$ cat src/rtl/dice_roller.sv
// Two-dice roller: a button press while enabled animates random faces for
// ROLL_CYCLES cycles, then latches final values and pulses done.
module dice_roller #(
    parameter int unsigned ROLL_CYCLES = 25_000_000,
    parameter int unsigned SHUFFLE_DIV = 2_500_000
) (
    input  logic       clk,
    input  logic       rst,
    input  logic       enable,
    input  logic       btn,
    output logic [2:0] die_a,
    output logic [2:0] die_b,
    output logic [3:0] sum,
    output logic       rolling,
    output logic       done
);

    // state   | meaning
    // IDLE    | waiting for enable && button rise
    // ROLLING | animating; dice reshuffle every SHUFFLE_DIV cycles
    // HOLD    | final dice shown until enable drops
    typedef enum logic [1:0] {IDLE, ROLLING, HOLD} state_t;

    localparam logic [31:0] ROLL_LOAD = 32'(ROLL_CYCLES - 1);
    localparam logic [31:0] SHUF_LOAD = 32'(SHUFFLE_DIV - 1);
    localparam logic [15:0] LFSR_SEED = 16'hACE1;

    state_t      state_q, state_d;
    logic [31:0] cnt_q, cnt_d;
    logic [31:0] shuf_q, shuf_d;
    logic [15:0] lfsr_q, lfsr_d;
    logic        btn_q;
    logic [2:0]  die_a_q, die_a_d;
    logic [2:0]  die_b_q, die_b_d;
    logic [3:0]  sum_q, sum_d;
    logic        rolling_q, rolling_d;
    logic        done_q, done_d;

    logic        rise;
    logic        lfsr_fb;
    logic [2:0]  cand_a;
    logic [2:0]  cand_b;

    assign rise    = btn & ~btn_q;
    assign lfsr_fb = lfsr_q[15] ^ lfsr_q[13] ^ lfsr_q[12] ^ lfsr_q[10];
    assign lfsr_d  = (lfsr_q == 16'h0000) ? LFSR_SEED : {lfsr_q[14:0], lfsr_fb};
    assign cand_a  = 3'(lfsr_q[7:0] % 8'd6) + 3'd1;
    assign cand_b  = 3'(lfsr_q[15:8] % 8'd6) + 3'd1;

    always_ff @(posedge clk) begin
        if (rst) begin
            state_q   <= IDLE;
            cnt_q     <= '0;
            shuf_q    <= '0;
            lfsr_q    <= LFSR_SEED;
            btn_q     <= 1'b1;
            die_a_q   <= 3'd1;
            die_b_q   <= 3'd1;
            sum_q     <= 4'd2;
            rolling_q <= 1'b0;
            done_q    <= 1'b0;
        end else begin
            state_q   <= state_d;
            cnt_q     <= cnt_d;
            shuf_q    <= shuf_d;
            lfsr_q    <= lfsr_d;
            btn_q     <= btn;
            die_a_q   <= die_a_d;
            die_b_q   <= die_b_d;
            sum_q     <= sum_d;
            rolling_q <= rolling_d;
            done_q    <= done_d;
        end
    end

    always_comb begin
        state_d = state_q;
        case (state_q)
            IDLE:    if (enable && rise) state_d = ROLLING;
            ROLLING: begin
                if (!enable)            state_d = IDLE;
                else if (cnt_q == '0)   state_d = HOLD;
            end
            HOLD:    if (!enable) state_d = IDLE;
            default: state_d = IDLE;
        endcase
    end

    always_comb begin
        cnt_d   = cnt_q;
        shuf_d  = shuf_q;
        die_a_d = die_a_q;
        die_b_d = die_b_q;
        done_d  = 1'b0;
        case (state_q)
            IDLE: begin
                if (state_d == ROLLING) begin
                    cnt_d  = ROLL_LOAD;
                    shuf_d = SHUF_LOAD;
                end
            end
            ROLLING: begin
                // Dropping enable freezes the dice exactly as last shown.
                if (enable) begin
                    if (cnt_q == '0) begin
                        die_a_d = cand_a;
                        die_b_d = cand_b;
                        done_d  = 1'b1;
                    end else begin
                        cnt_d = cnt_q - 32'd1;
                        if (shuf_q == '0) begin
                            die_a_d = cand_a;
                            die_b_d = cand_b;
                            shuf_d  = SHUF_LOAD;
                        end else begin
                            shuf_d = shuf_q - 32'd1;
                        end
                    end
                end
            end
            default: ;
        endcase
        sum_d     = {1'b0, die_a_d} + {1'b0, die_b_d};
        rolling_d = (state_d == ROLLING);
    end

    assign die_a   = die_a_q;
    assign die_b   = die_b_q;
    assign sum     = sum_q;
    assign rolling = rolling_q;
    assign done    = done_q;

endmodule

$ cat config.mk
export PLATFORM = sky130hd
export DESIGN_NAME = dice_roller
export DESIGN_NICKNAME = d
export VERILOG_FILES = /design/src/rtl/dice_roller.sv
export SDC_FILE = /design/constraint.sdc
export NUM_CORES = 1
export LEC_CHECK = 0
export BUFFER_PORTS_ARGS = -buffer_cell sky130_fd_sc_hd__buf_2
export CORE_MARGIN = 2
export CORE_UTILIZATION = 40
export CTS_BUF_LIST = sky130_fd_sc_hd__clkbuf_2
export CTS_CLUSTER_DIAMETER = 50
export DETAILED_ROUTE_END_ITERATION = 6
export PLACE_DENSITY_LB_ADDON = 0.2
export SYNTH_ARGS = -nofsm -noshare
export SYNTH_HDL_FRONTEND = slang
export SYNTH_SLANG_ARGS = --single-unit
$ cat constraint.sdc
create_clock -name clk -period 7.25 [get_ports clk]
set_input_delay 0.3625 -clock clk [delete_from_list [all_inputs] [get_ports clk]]
set_output_delay 0.3625 -clock clk [all_outputs]
set_load 0.05 [all_outputs]
==> flow_summary_export.csv <==
group,metric,value,unit
global_route,grt_use_total,16.5,%
routing,top_layer_used,"met4",
min_path,min_path_type,"primary input to flip-flop",
critical_path,crit_slowest_cell,"nor4_1",
pwr,power.leakage,2.00,nW
sta,worst_clock_skew,0.0291,ns
routing,route.detailed.drc,0,
outcome,status,"finished, final reports clean",
synth,synth_top_area_share,38.8,%
synth,syn_area_per_cell,8.70,um2
run,drv_cap,0,
critical_path,cp-start-kind,"flip-flop",
sta,fmax,305,MHz
floorplan,die_y,115,um
sta,hold_violations,0,
pwr,fin_total_pwr,0.00116,W
placement,place_hpwl,7060,um
placement,post-place-cells,704,
sta,rsz0062_at_grt,"false",
cells_and_area,post-route-util,43.7,%
sta,tightest_slew,1.12,ns
synth,synth_cell_types,73,
cts,cts.clk_slew.worst_paths,0.26,ns
pwr,p_int,0.000794,W
routing,ant_nets,0,
cells_and_area,nets,583,
sta,slew_headroom,24.8,%
cts,clock-sinks,95,
cts,cts_root_buf,"clkbuf_2",
pwr,p_sw,0.000361,W
placement,portBuffers,15,
floorplan,die_x,115,um
floorplan,core,0.0120,mm2
cells_and_area,diodes,0,
pwr,power_density,221,mW/mm2
synth,syn_area,0.00490,mm2
synth,yosys_warnings,0,
pwr,p_comb_share,21.0,%
cts,htreeDepth,3,
global_route,overflow,0,
critical_path,crit_path_frequent_cell,"nor4_1",
cells_and_area,syn2layout_area_growth,6.72,%
critical_path,max_stage_delay,0.68,ns
routing,wl_met3,234,um
pwr,seqPwrFrac,49.9,%
global_route,grt_pass1_wl,17500,um
cts,clock_latency,0.60,ns
routing,drt-met1-wl,4900,um
sta,min_period_over_period,45.2,%
sta,finalMaxSlewViolations,0,
floorplan,die_area,0.0131,mm2
floorplan,ioPinCount,16,
cts,cts_made_buffers,9,
synth,ys_seq_area_share,38.8,%
synth,synth_area_leaders,"dfxtp_1 (39%), xor2_1 (6.1%), nor2_1 (5.6%), xnor2_1 (3.9%), a21oi_1 (3.6%)",
pwr,ir_drop,143,uV
routing,drt_first_pass_iters,4,
synth,yosys_register_bits,95,
pwr,pwr-share-clk,29.0,%
floorplan,start_util,40.9,%
routing,met2_length,4860,um
synth,synth_edf_count,0,
routing,routed_via_density,5.43,
critical_path,regToRegSetupSlack,3.97,ns
sta,holdWs,0.351,ns
synth,synth.largest_area_cell,"dfxtp_1",
synth,syn_nets,576,
critical_path,cp-end-kind,"flip-flop",
global_route,grt_pass1_vias,3790,
sta,fin_crit,3.28,ns
placement,place_congestion,0.777,
cts,cts_tree,"yes",
floorplan,rows,40,
routing,vias,3922,
cts,ctsLongestPathBuffers,2,
routing,first_iter_violations,183,
global_route,antenna_found_initial,0,
global_route,grt_max_degree,59,
synth,synthFlopType,"dfxtp_1",
critical_path,critPathKind,"flip-flop to flip-flop",
critical_path,critical_path.cell_chain,"nor4_1 -> nand4b_1 -> nor4_1 -> o21ai_1 -> mux2i_1 -> inv_1 -> ha_1 -> a21o_1 -> a21oi_1 -> nor2_1",
pwr,p_sw_share,31.2,%
sta,final-setup-viol-count,0,
synth,async_flop_share,0,%
critical_path,required,7.76,ns
routing,wl_per_cell,14.0,um
routing,drt_wl_total,10100,um
sta,tns,0,ns
synth,synthCells,563,
cells_and_area,drive_gt1_share,11.0,%
cells_and_area,final_cells,722,
critical_path,worst_ep_arrival_time,3.79,ns
critical_path,critical_path.max_fanout,9,
==> synthesized netlist by cell type, drive strengths merged, types with 3 or more instances <==
cell,number
a211oi,9
a21oi,36
a311oi,8
a31oi,3
a32oi,3
and2,7
and3,5
and4b,3
buf,9
clkbuf,13
dfxtp,95
ha,8
inv,18
mux2i,7
nand2,38
nand2b,13
nand3,14
nand3b,6
nand4,6
nand4b,3
nor2,75
nor2b,14
nor3,24
nor3b,5
nor4,14
o211ai,4
o21ai,16
or2,4
or3,9
or4,6
xnor2,22
xor2,34
==> area by class of cell <==
| type | count | area (um2) |
|---|---|---|
| clock buffers | 9 | 45.0 |
| clock inverters | 7 | 119 |
| fillers | 1207 | 6740 |
| inverters | 18 | 67.6 |
| multi-input cells | 428 | 2810 |
| flip-flops and latches | 95 | 1900 |
| well taps | 147 | 184 |
| repair buffers | 18 | 103 |
==> through the flow <==
stage	cell area, um2	setup WS, ns
global route	5230	3.63
floorplan	4900	4.33
finish	5230	3.97
global placement	5040	4.08
CTS	5230	3.98
detailed placement	5040	3.99
==> routing by layer <==
layer	global-route usage (%)	up-vias
met2	27.5	27
met5	0	-
met3	4.61	13
met4	5.77	0
li1	-	2008
met1	20.4	1874
==> layout by cell type (no fill, tap or decap), types with 4 or more instances in the layout <==
cell	instances
dfxtp_1	95
nor2_1	73
nand2_1	37
a21oi_1	35
xor2_1	34
nor3_1	24
xnor2_1	22
inv_1	18
buf_2	15
nor2b_1	14
nand3_1	14
nand2b_1	12
nor4_1	12
o21ai_0	11
clkbuf_2	9
ha_1	8
mux2i_1	7
and2_1	6
a211oi_1	6
or3_1	6
nand3b_1	6
a311oi_2	6
nand4_1	5
or4_1	5
nor3b_1	5
and3_1	4
o21ai_1	4
o211ai_1	4
==> repair_timing <==
| action | 4_1_cts | 5_1_grt |
|---|---|---|
| buffers inserted | 0 | 0 |
| hold buffers | 2 | 0 |
| setup endpoints to repair | 0 | 0 |
| resized for setup | 0 | 0 |
| hold endpoints to repair | 2 | 0 |
==> cells by family (layout without fill, tap and decap cells) <==
kind of cell | Yosys count | in the layout | synth area share [%]
DFF | 95 | 95 | 38.8
AOI/OAI and AO/OA | 102 | 102 | 15.2
and+or+nand+nor | 253 | 253 | 28.0
muxes | 8 | 8 | 1.66
adders and majority gates | 9 | 9 | 2.45
buffers and inverters | 40 | 52 | 3.86
xor gates and xnor gates | 56 | 56 | 10.0
==> power groups by stage <==
stage          Clock [W]  Combinational (W)  Sequential [W]
6_report        0.000335           0.000243        0.000577
5_1_grt         0.000372           0.000272        0.000582
4_1_cts         0.000352           0.000244        0.000577
3_5_place_dp           0           0.000242        0.000586
3_3_place_gp           0           0.000240        0.000585
2_1_floorplan          0           0.000199        0.000580
==> critical path: cells and delay by family (launching register included) <==
family	cells	cell delay (ns)
multiplexers	1	0.39
flip-flops	1	0.41
AO/OA/AOI/OAI	3	0.63
buffers and inverters	1	0.08
AND/OR/NAND/NOR	4	1.39
adder cells (fa/ha/maj)	1	0.29
==> final timing paths <==
| check | end | startpoint | cells after the start |
|---|---|---|---|
| min | lfsr_q[4] | rst | 3 |
| min reg2reg | shuf_q[31] | shuf_q[31] | 2 |
| max reg2reg | sum[3] | cnt_q[15] | 10 |
| max | sum[3] | cnt_q[15] | 10 |
==> state kept, by name, indices dropped and copies added, names as in the netlist, 2 cells and up <==
register and count:
cnt_q 32, die_a 3, die_b 3, lfsr_q 16, shuf_q 32, state_q 2
sum 4
Note: power is estimated with default switching activity, not from simulation.
